## config.mk

```make
export PLATFORM = sky130hd
export DESIGN_NAME = pwm_channel_array_flat
export DESIGN_NICKNAME = d
export VERILOG_FILES = /design/src/rtl/pwm_channel_array_if.sv /design/src/rtl/pwm_channel_array.sv /design/src/flat_wrapper.sv
export SDC_FILE = /design/constraint.sdc
export NUM_CORES = 1
export LEC_CHECK = 0
export CAP_MARGIN = 20
export CORE_UTILIZATION = 55
export CTS_CLUSTER_SIZE = 12
export DETAILED_ROUTE_END_ITERATION = 6
export DONT_BUFFER_PORTS = 1
export GPL_TIMING_DRIVEN = 0
export PLACE_DENSITY_LB_ADDON = 0.08
export SLEW_MARGIN = 20
export SYNTH_ARGS = -nofsm -noshare
export SYNTH_HDL_FRONTEND = slang
export SYNTH_SLANG_ARGS = --single-unit
```

## constraint.sdc

```tcl
create_clock -name clk -period 2.4 [get_ports clk]
set_input_delay 0.72 -clock clk [delete_from_list [all_inputs] [get_ports clk]]
set_output_delay 0.72 -clock clk [all_outputs]
set_load 0.05 [all_outputs]
```

## src/rtl/pwm_channel_array_if.sv

```systemverilog
// Duty write port: valid/ready handshake carrying channel index and duty,
// plus a one-cycle error flag for writes to a non-existent channel.
interface pwm_channel_array_if #(
    parameter int CH_W  = 1,
    parameter int CNT_W = 7
);
    logic             wr_valid;
    logic [CH_W-1:0]  wr_ch;
    logic [CNT_W-1:0] wr_duty;
    logic             wr_ready;
    logic             wr_err;

    modport master (
        output wr_valid, wr_ch, wr_duty,
        input  wr_ready, wr_err
    );

    modport slave (
        input  wr_valid, wr_ch, wr_duty,
        output wr_ready, wr_err
    );
endinterface

```

## src/rtl/pwm_channel_array.sv

```systemverilog
// Multi-channel PWM: prescaler tick, shared phase counter, per-channel
// shadow duties that take effect only at frame boundaries.
module pwm_channel_array #(
    parameter int N_CH  = 2,
    parameter int CH_W  = 1,
    parameter int CNT_W = 7,
    parameter int DIV_W = 5
) (
    input  logic               clk,
    input  logic               reset,
    input  logic               en,
    input  logic [DIV_W-1:0]   div,
    input  logic [CNT_W-1:0]   period,
    pwm_channel_array_if.slave wr,
    output logic               tick,
    output logic               frame_start,
    output logic [N_CH-1:0]    pwm_out
);

    logic [DIV_W-1:0] pre_cnt;
    logic [DIV_W-1:0] div_act;
    logic [CNT_W-1:0] phase;
    logic [CNT_W-1:0] period_act;
    logic [CNT_W-1:0] duty_sh  [N_CH];
    logic [CNT_W-1:0] duty_act [N_CH];
    logic             en_d;
    logic             frame_end;
    logic             load;
    logic             accept;
    logic             ch_ok;

    assign tick        = en && (pre_cnt == div_act);
    assign frame_end   = tick && (phase == period_act);
    assign load        = !en || frame_end;
    assign wr.wr_ready = !frame_end;
    assign accept      = wr.wr_valid && !frame_end;
    assign ch_ok       = {1'b0, wr.wr_ch} < (CH_W+1)'(N_CH);

    always_ff @(posedge clk or posedge reset) begin
        if (reset) begin
            pre_cnt     <= '0;
            phase       <= '0;
            div_act     <= '0;
            period_act  <= '0;
            en_d        <= 1'b0;
            frame_start <= 1'b0;
            wr.wr_err   <= 1'b0;
        end else begin
            en_d        <= en;
            frame_start <= en && (frame_end || !en_d);
            wr.wr_err   <= accept && !ch_ok;
            if (!en) begin
                pre_cnt <= '0;
                phase   <= '0;
            end else if (tick) begin
                pre_cnt <= '0;
                phase   <= frame_end ? '0 : phase + 1'b1;
            end else begin
                pre_cnt <= pre_cnt + 1'b1;
            end
            // Period and divider only move at wrap, so phase stays in range
            if (load) begin
                div_act    <= div;
                period_act <= period;
            end
        end
    end

    always_ff @(posedge clk or posedge reset) begin
        if (reset) begin
            for (int i = 0; i < N_CH; i++) begin
                duty_sh[i]  <= '0;
                duty_act[i] <= '0;
            end
            pwm_out <= '0;
        end else begin
            for (int i = 0; i < N_CH; i++) begin
                if (accept && ch_ok && (wr.wr_ch == CH_W'(i)))
                    duty_sh[i] <= wr.wr_duty;
                if (load)
                    duty_act[i] <= duty_sh[i];
                pwm_out[i] <= en && (phase < duty_act[i]);
            end
        end
    end

endmodule

```

## src/flat_wrapper.sv

```systemverilog
// flat-port wrapper written by rule: the top's interface ports become plain ports
module pwm_channel_array_flat 
#(
    parameter int N_CH  = 2,
    parameter int CH_W  = 1,
    parameter int CNT_W = 7,
    parameter int DIV_W = 5
)
  (clk, reset, en, div, period, tick, frame_start, pwm_out, wr_wr_valid, wr_wr_ch, wr_wr_duty, wr_wr_ready, wr_wr_err);
  pwm_channel_array_if #(.CH_W(CH_W), .CNT_W(CNT_W)) wr_i ();
  input  logic clk;
  input  logic reset;
  input  logic en;
  input  logic [DIV_W-1:0] div;
  input  logic [CNT_W-1:0] period;
  output logic tick;
  output logic frame_start;
  output logic [N_CH-1:0] pwm_out;
  input wire logic [$bits(wr_i.wr_valid)-1:0] wr_wr_valid;
  input wire logic [$bits(wr_i.wr_ch)-1:0] wr_wr_ch;
  input wire logic [$bits(wr_i.wr_duty)-1:0] wr_wr_duty;
  output wire logic [$bits(wr_i.wr_ready)-1:0] wr_wr_ready;
  output wire logic [$bits(wr_i.wr_err)-1:0] wr_wr_err;
  assign wr_i.wr_valid = wr_wr_valid;
  assign wr_i.wr_ch = wr_wr_ch;
  assign wr_i.wr_duty = wr_wr_duty;
  assign wr_wr_ready = wr_i.wr_ready;
  assign wr_wr_err = wr_i.wr_err;
  pwm_channel_array #(.N_CH(N_CH), .CH_W(CH_W), .CNT_W(CNT_W), .DIV_W(DIV_W)) u_core (.clk(clk), .reset(reset), .en(en), .div(div), .period(period), .wr(wr_i), .tick(tick), .frame_start(frame_start), .pwm_out(pwm_out));
endmodule
```

; Word level (Yosys, flattened, before mapping)
; Index checks and enable logic that the tools add are counted.
[totals]
inputBits = 24
reg_bits = 56
elab_cells = 37
output_inout_bits = 6
[op_classes]
add_sub_neg = 2
n_mux = 5
bitwise = 1
n_reduce_logical = 13
eq_ne = 3
n_lt_le_gt_ge = 2
[op_table]
columns = operator, n
row1 = $mux 7, 3
row2 = $lt 7x7->1, 2
row3 = $mux 5, 2
row4 = $logic_and 1x1->1, 8
row5 = $add 7x1->7 const B, 1
row6 = $eq 7x7->1, 1
row7 = $add 5x1->5 const B, 1
row8 = $eq 5x5->1, 1
row9 = $logic_not 1->1, 3
row10 = $logic_or 1x1->1, 2
row11 = $ne 2x1->1 const B, 1
row12 = $not 1->1, 1

; Depth between registers and ports, before layout
; Gate-level depths: netlist of the first run.
[depth]
word_depth = 6
depth_mapped = 7
ltp_nobuf = 6

; Least setup slack after synthesis of the first run
; No wires, ideal clock.
[synth_path]
path_kind = input to output
start = input port en
end = output port wr_wr_ready
t_required_ns = 1.680
t_arrival_ns = 1.972
setup_slack_ns = -0.292
stages = 3
path_buffers = 1
path_cell_list = clkbuf_1 > and2_1 > nand2_1
[synth_between]
elab_chain_cells = 3
[synth_lines]
columns = item, line_no
row1 = "start, declared", flat_wrapper.sv:13  ; input logic en;
row2 = $logic_and 1x1->1, pwm_channel_array.sv:32  ; assign tick = en && (pre_cnt == div_act);
row3 = named net tick, flat_wrapper.sv:16  ; output logic tick;
row4 = $logic_and 1x1->1, pwm_channel_array.sv:33  ; assign frame_end = tick && (phase == period_act);
row5 = $logic_not 1->1, pwm_channel_array.sv:35  ; assign wr.wr_ready = !frame_end;
row6 = "end, declared", flat_wrapper.sv:22  ; output wire logic [$bits(wr_i.wr_ready)-1:0] wr_wr_ready;
; The timed path passes the listed nets, and every way through them passes these cells.

; Worst setup path in the final report of the first run
; Same ends and word-level chain as after synthesis.

==> results of run 1 <==
[synth_stat cells (2+ instances only)]
cell / instances / area [um2]
and4b_1: 2 / 20.0
ha_1: 14 / 175
nor2_1: 6 / 22.5
a31o_2: 2 / 17.5
inv_1: 14 / 52.6
o21a_1: 2 / 15.0
o21ai_0: 5 / 25.0
nand2_1: 12 / 45.0
xor2_1: 9 / 78.8
a31oi_1: 2 / 12.5
a21o_1: 2 / 15.0
mux2_2: 40 / 450
nor2b_1: 3 / 18.8
nand3_1: 5 / 25.0
and2_1: 2 / 12.5
clkbuf_1: 2 / 7.51
xnor2_1: 6 / 52.6
a21oi_1: 4 / 20.0
nand3b_1: 2 / 15.0
nand2b_1: 2 / 12.5
buf_6: 3 / 33.8
and3_1: 3 / 18.8
dfrtp_1: 56 / 1400
a21boi_0: 3 / 22.5
[registers in the layout, indices dropped and copies added, names as in the netlist]
| signal | cells |
|---|---|
| u_core.div_act | 5 |
| u_core.duty_act | 14 |
| u_core.duty_sh | 14 |
| u_core.en_d | 1 |
| u_core.frame_start | 1 |
| u_core.period_act | 7 |
| u_core.phase | 7 |
| u_core.pre_cnt | 5 |
| u_core.pwm_out | 2 |
[layout make-up]
type                            instances  area, um2
Clock inverter                          1       7.51
Sequential cell                        56       1410
Inverter                               14       52.6
Buffer                                  7       53.8
Tap cell                               67       83.8
Fill cell                             382       1690
Timing Repair Buffer                   11       95.1
Multi-Input combinational cell        140       1270
Clock buffer                            7       86.3
[power by group through the flow]
stage | clock network [W] | registers, W | logic (W)
6_report | 0.000521 | 0.00113 | 0.000314
4_1_cts | 0.000538 | 0.00113 | 0.000309
2_1_floorplan | 0 | 0.00113 | 0.000241
3_3_place_gp | 0 | 0.00115 | 0.000275
3_5_place_dp | 0 | 0.00115 | 0.000292
5_1_grt | 0.000568 | 0.00115 | 0.000350
[stage by stage]
stage,area [um2],power [W]
3_5_place_dp,2830,0.00145
4_1_cts,3020,0.00198
2_1_floorplan,2730,0.00137
5_1_grt,3060,0.00207
6_report,3060,0.00197
3_3_place_gp,2810,0.00142
[per-layer routing]
metal  global-route usage [%]  vias up  wire length [um]  share of wire, %
li1                         -      788                 -                 -
met1                     28.8      828              2180                43
met2                     35.3       36              2500                50
met3                     4.72        9               265               5.3
met4                     7.63        0                81               1.6
met5                        0        -                 0                 0
[worst paths after layout]
| kind | startpoint | depth (start not counted) | end |
|---|---|---|---|
| setup / recovery | en | 3 | wr_wr_ready |
| setup reg to reg | u_core.phase[3] | 7 | u_core.duty_sh[3] |
| min in group clk | u_core.en_d | 1 | u_core.frame_start |
| hold / removal | reset | 1 | u_core.div_act[1] |
| max in group asynchronous | reset | 2 | u_core.duty_act[6] |
| hold reg to reg | u_core.en_d | 1 | u_core.frame_start |
[kinds of logic after synthesis]
group                      share of synthesized area [%]
AOI/OAI and AO/OA                                   7.90
xor gates and xnor gates                            4.83
adders and majority gates                           6.43
buffers and inverters                               3.91
DFF                                                 51.5
muxes                                               16.9
other                                              0.138
and+or+nand+nor                                     8.41
[timing repair]
item / 4_1_cts / 5_1_grt
endpoints found under the setup margin: 2 / 28
pin swaps: 4 / 5
buffers inserted: 8 / 2
cloned: 0 / 0
gates resized for setup: 9 / 5
==> metrics, run 1 <==
status complete, no violations; Via density between 5 and 6; Crit path arrival time between 1.5 and 2 ns; 1st-iter DRT viols ~70; Die Wd between 70 and 80 um; CP startpoint kind input pin; P&R area growth vs syn 12.4%; Net Sw Frac 26.1%; CTS Buffer Depth 2; #FFs+latches synth between 50 and 60; CTS tree built; Post-Route WL around 5000 um; drt drc 0; gr ovfl total 0; measured slew at the worst slew-check pin between 0.6 and 0.7 ns; IO Port Bufs 0; FP Rows 25; number of flops mapped to enable cells by yosys 0; Die Footprint about 5200 um2; net switching power 0.000515 W; Skew-Pair Late Insertion Delay around 0.3 ns; WP data required about 1.7 ns; Synth Instances around 220; number of placed cells counting well taps ~290; routability cong. between 0.8 and 0.9; I/O pin cnt 30; total CTS buffers 5; clock root cell clkbuf_8; Final HPWL DP 3540 um; share of post-route cells with drive strength above 1 a little over a third; final worst setup slack ~0.058 ns; Mapped Area around 2700 um2; syn avg cell area 12.5 um2; CP cell instances clkbuf_1, and2_4, nand2_8; Sink Count between 50 and 60; max-cap viol count 0; largest net degree at the start of global routing 33; Avg WL per Cell ~17 um; DIE HEIGHT about 72 um; fin cells approximately 300; share of flip-flops with an asynchronous set or reset after synthesis between 90% and 100%; WHS about 0.34 ns; post-synth net total between 200 and 300; reg2reg setup slack about 0.080 ns; Setup-failing EPs final 0; crit share post-route between 90% and 100%; CP max stage cell clkbuf_1; final clock skew 0.00400 ns; DR pass1 iterations 6; pre-CTS WS -0.147 ns; Core Util, Final roughly 64%; Initial Util between 50 and 60%; sequential group share of total power between 50% and 60%; register area share after synthesis roughly 51%; pwr/cell area roughly 640 nW/um2; commonest non-fill, non-tap cell in the layout dfrtp_1; H-tree depth 2; HP Class in2async; final hold vios 0; antenna diode count 0; Routed Antenna Nets 0; Distinct cells, synth 40; Peak VDD IR between 0.0004 and 0.0005 V; most frequent cells in the layout dfrtp_1, mux2_2, ha_1; Peak Freq approximately 430 MHz; Post-synth top flop dfrtp_1; Std-Cell Core Area between 4000 and 5000 um2; crit-path leading delay family simple AND/OR/NAND/NOR gates; setup TNS 0 ns; Slew HR ~55%; # hold bufs at CTS 0; Clock transition at path regs 0.09 ns; Power Internal around 0.0015 W; vias in the first global route ~1700; Worst setup EP type output port; Buffers & Inverters on Critical Path 1; first-pass GRT wire length about 8500 um; clock share of power a little over a quarter; final net count approximately 270; Crit Path Category in2out; via count about 1700; leakage power 1.39 nW; Period minus WS final 2.34 ns; max-slew violations 0; Max stage delay on crit path 0.40 ns; initial antenna violation count 0; power share of the combinational group 15.9%; CP max FO 9; GRT Util Overall 21.7%; Synth Warn # 0
No activity file was read; power rests on OpenSTA's default activity.
==> run 2, diff against run 1 <==
- CTS_BUF_LIST: not set -> sky130_fd_sc_hd__clkbuf_8
==> run 2 against run 1 <==
  * Register-to-register slack is essentially flat
  * Clock skew is essentially flat
  * Global-route usage is the same
  * Highest routed layer unchanged
  * First-iteration DRC count grew 1.4%
  * Non-clock buffer count is the same
  * Combinational power is essentially flat
  * Critical path depth is the same
  * Final cell count is the same
  * Die area is the same
  * Worst hold slack is the same
  * Maximum frequency is the same
  * Core utilization is the same
==> metrics, run 2 (synthesis results as in run 1) <==
final net count 273 (unchanged); Clock transition at path regs 0.09 ns (about the same); # hold bufs at CTS 0 (unchanged); Final HPWL DP 3540 um (unchanged); Period minus WS final 2.34 ns (unchanged); Setup-failing EPs final 0 (unchanged); measured slew at the worst slew-check pin 0.667 ns (unchanged); crit share post-route 97.6% (unchanged); Multi-input gate area 1270 um2 (unchanged); P&R area growth vs syn 12.4% (unchanged); drt drc 0 (unchanged); clock root cell clkbuf_8; Avg WL per Cell 16.6 um (unchanged); WHS 0.336 ns (unchanged); number of placed cells counting well taps 285 (unchanged); CP cell instances clkbuf_1, and2_4, nand2_8; max-cap viol count 0 (unchanged); Std-Cell Core Area 4750 um2 (unchanged); Die Wd 72.4 um (unchanged); CP max stage cell clkbuf_1; Post-Route WL 5020 um (unchanged); reg2reg setup slack 0.08 ns (about the same); storage element area 1410 um2 (unchanged); Buffers & Inverters on Critical Path 1 (unchanged); crit-path leading delay family simple AND/OR/NAND/NOR gates; CP max FO 9 (unchanged); Routed Antenna Nets 0 (unchanged); final clock skew 0.00362 ns (-0.000378 ns); status complete, no violations; first-pass GRT wire length 8470 um (unchanged); final hold vios 0 (unchanged); R2R cell count 7 (unchanged); H-tree depth 2 (unchanged); Final Total Pwr 0.00196 W (-0.19%); HP Class in2async; Skew-Pair Late Insertion Delay 0.30 ns (about the same); FP Rows 25 (unchanged); largest net degree at the start of global routing 33 (unchanged); CTS Buffer Depth 2 (unchanged); WP data required 1.68 ns (about the same); gr ovfl total 0 (unchanged); setup TNS 0 ns (unchanged); Crit Path Category in2out; leakage power 1.40 nW (+0.30%); Die Footprint 5240 um2 (unchanged); Peak Freq 427 MHz (unchanged); Worst setup EP type output port; vias in the first global route 1749 (unchanged); DIE HEIGHT 72.4 um (unchanged); most frequent cells in the layout dfrtp_1, mux2_2, inv_1, ha_1; initial antenna violation count 0 (unchanged); pwr/cell area 642 nW/um2 (-0.19%); reg2reg end u_core.duty_sh[3]; fin cells 303 (unchanged); CP startpoint kind input pin; antenna diode count 0 (unchanged); routability cong. 0.802 (unchanged); share of post-route cells with drive strength above 1 34.7% (unchanged); I/O pin cnt 30 (unchanged); total CTS buffers 5 (unchanged); Crit path arrival time 1.62 ns (about the same); Slew HR 55.4% (unchanged); 1st-iter DRT viols 72 (+1.4%); GRT Util Overall 21.7% (unchanged); DR pass1 iterations 6 (unchanged); FILL cells 382 (unchanged); CTS tree built; Via density 5.48 (unchanged); worst reg2reg path startpoint u_core.phase[3]; Crit path depth 3 (unchanged); via count 1661 (unchanged); Sink Count 56 (unchanged); biggest regs u_core.duty_act (14), u_core.duty_sh (14); max-slew violations 0 (unchanged); Max stage delay on crit path 0.40 ns (about the same); Initial Util 57.3% (unchanged); Peak VDD IR 0.000466 V (+0.21%); commonest non-fill, non-tap cell in the layout dfrtp_1; IO Port Bufs 0 (unchanged)
==> run 2: power by group <==
group	total [W]	switching, W	internal, W
logic	0.000314	0.000150	0.000164
clock network	0.000518	0.000287	0.000231
registers	0.00113	0.0000786	0.00105
==> run 2: cell type report <==
class / instances / area share, %
plain buffers: 7 / 1.76
clock buffers: 6 / 2.70
repair buffers: 11 / 3.11
flip-flops and latches: 56 / 46.0
inverters: 14 / 1.72
clock inverters: 2 / 0.368
well taps: 67 / 2.74
multi-input cells: 140 / 41.7
==> run 2: layer usage <==
layer | vias up | GRT usage [%] | part of all wire (%)
li1 | 788 | - | -
met2 | 36 | 35.3 | 50
met4 | 0 | 7.63 | 1.6
met3 | 9 | 4.72 | 5.3
met5 | - | 0 | 0
met1 | 828 | 28.8 | 43
==> run 2: timing repair <==
item,in CTS,in global routing
buffers inserted,8,2
endpoints found under the setup margin,2,28
pin swaps,4,5
gates resized for setup,9,5
==> run 2: metrics by stage <==
step | worst slack [ns] | utilization [%] | area, um2
after floorplan | 0.00134 | - | 2730
after global placement | -0.159 | 59.1 | 2810
after detailed placement | -0.147 | 59.5 | 2830
after CTS | 0.0213 | 63.4 | 3020
after global routing | -0.00712 | 64.4 | 3060
final | 0.0576 | 64.4 | 3060
==> run 2: worst max-delay path by stage <==
stage                 startpoint  slack, ns              endpoint
4_1_cts        u_core.pre_cnt[0]       0.02           wr_wr_ready
2_1_floorplan                 en      0.001           wr_wr_ready
3_5_place_dp   u_core.pre_cnt[0]      -0.15           wr_wr_ready
3_3_place_gp               reset      -0.16  u_core.period_act[4]
6_report                      en       0.06           wr_wr_ready
5_1_grt        u_core.pre_cnt[3]     -0.007           wr_wr_ready
==> run 2: worst reg2reg max path, cell delays in order (launching register included) <==
cell     delay (ns)
dfrtp_2        0.45
xor2_1         0.26
nor4_4         0.08
and2_1         0.17
buf_6          0.13
buf_4          0.15
a31oi_2        0.58
mux2_2         0.41
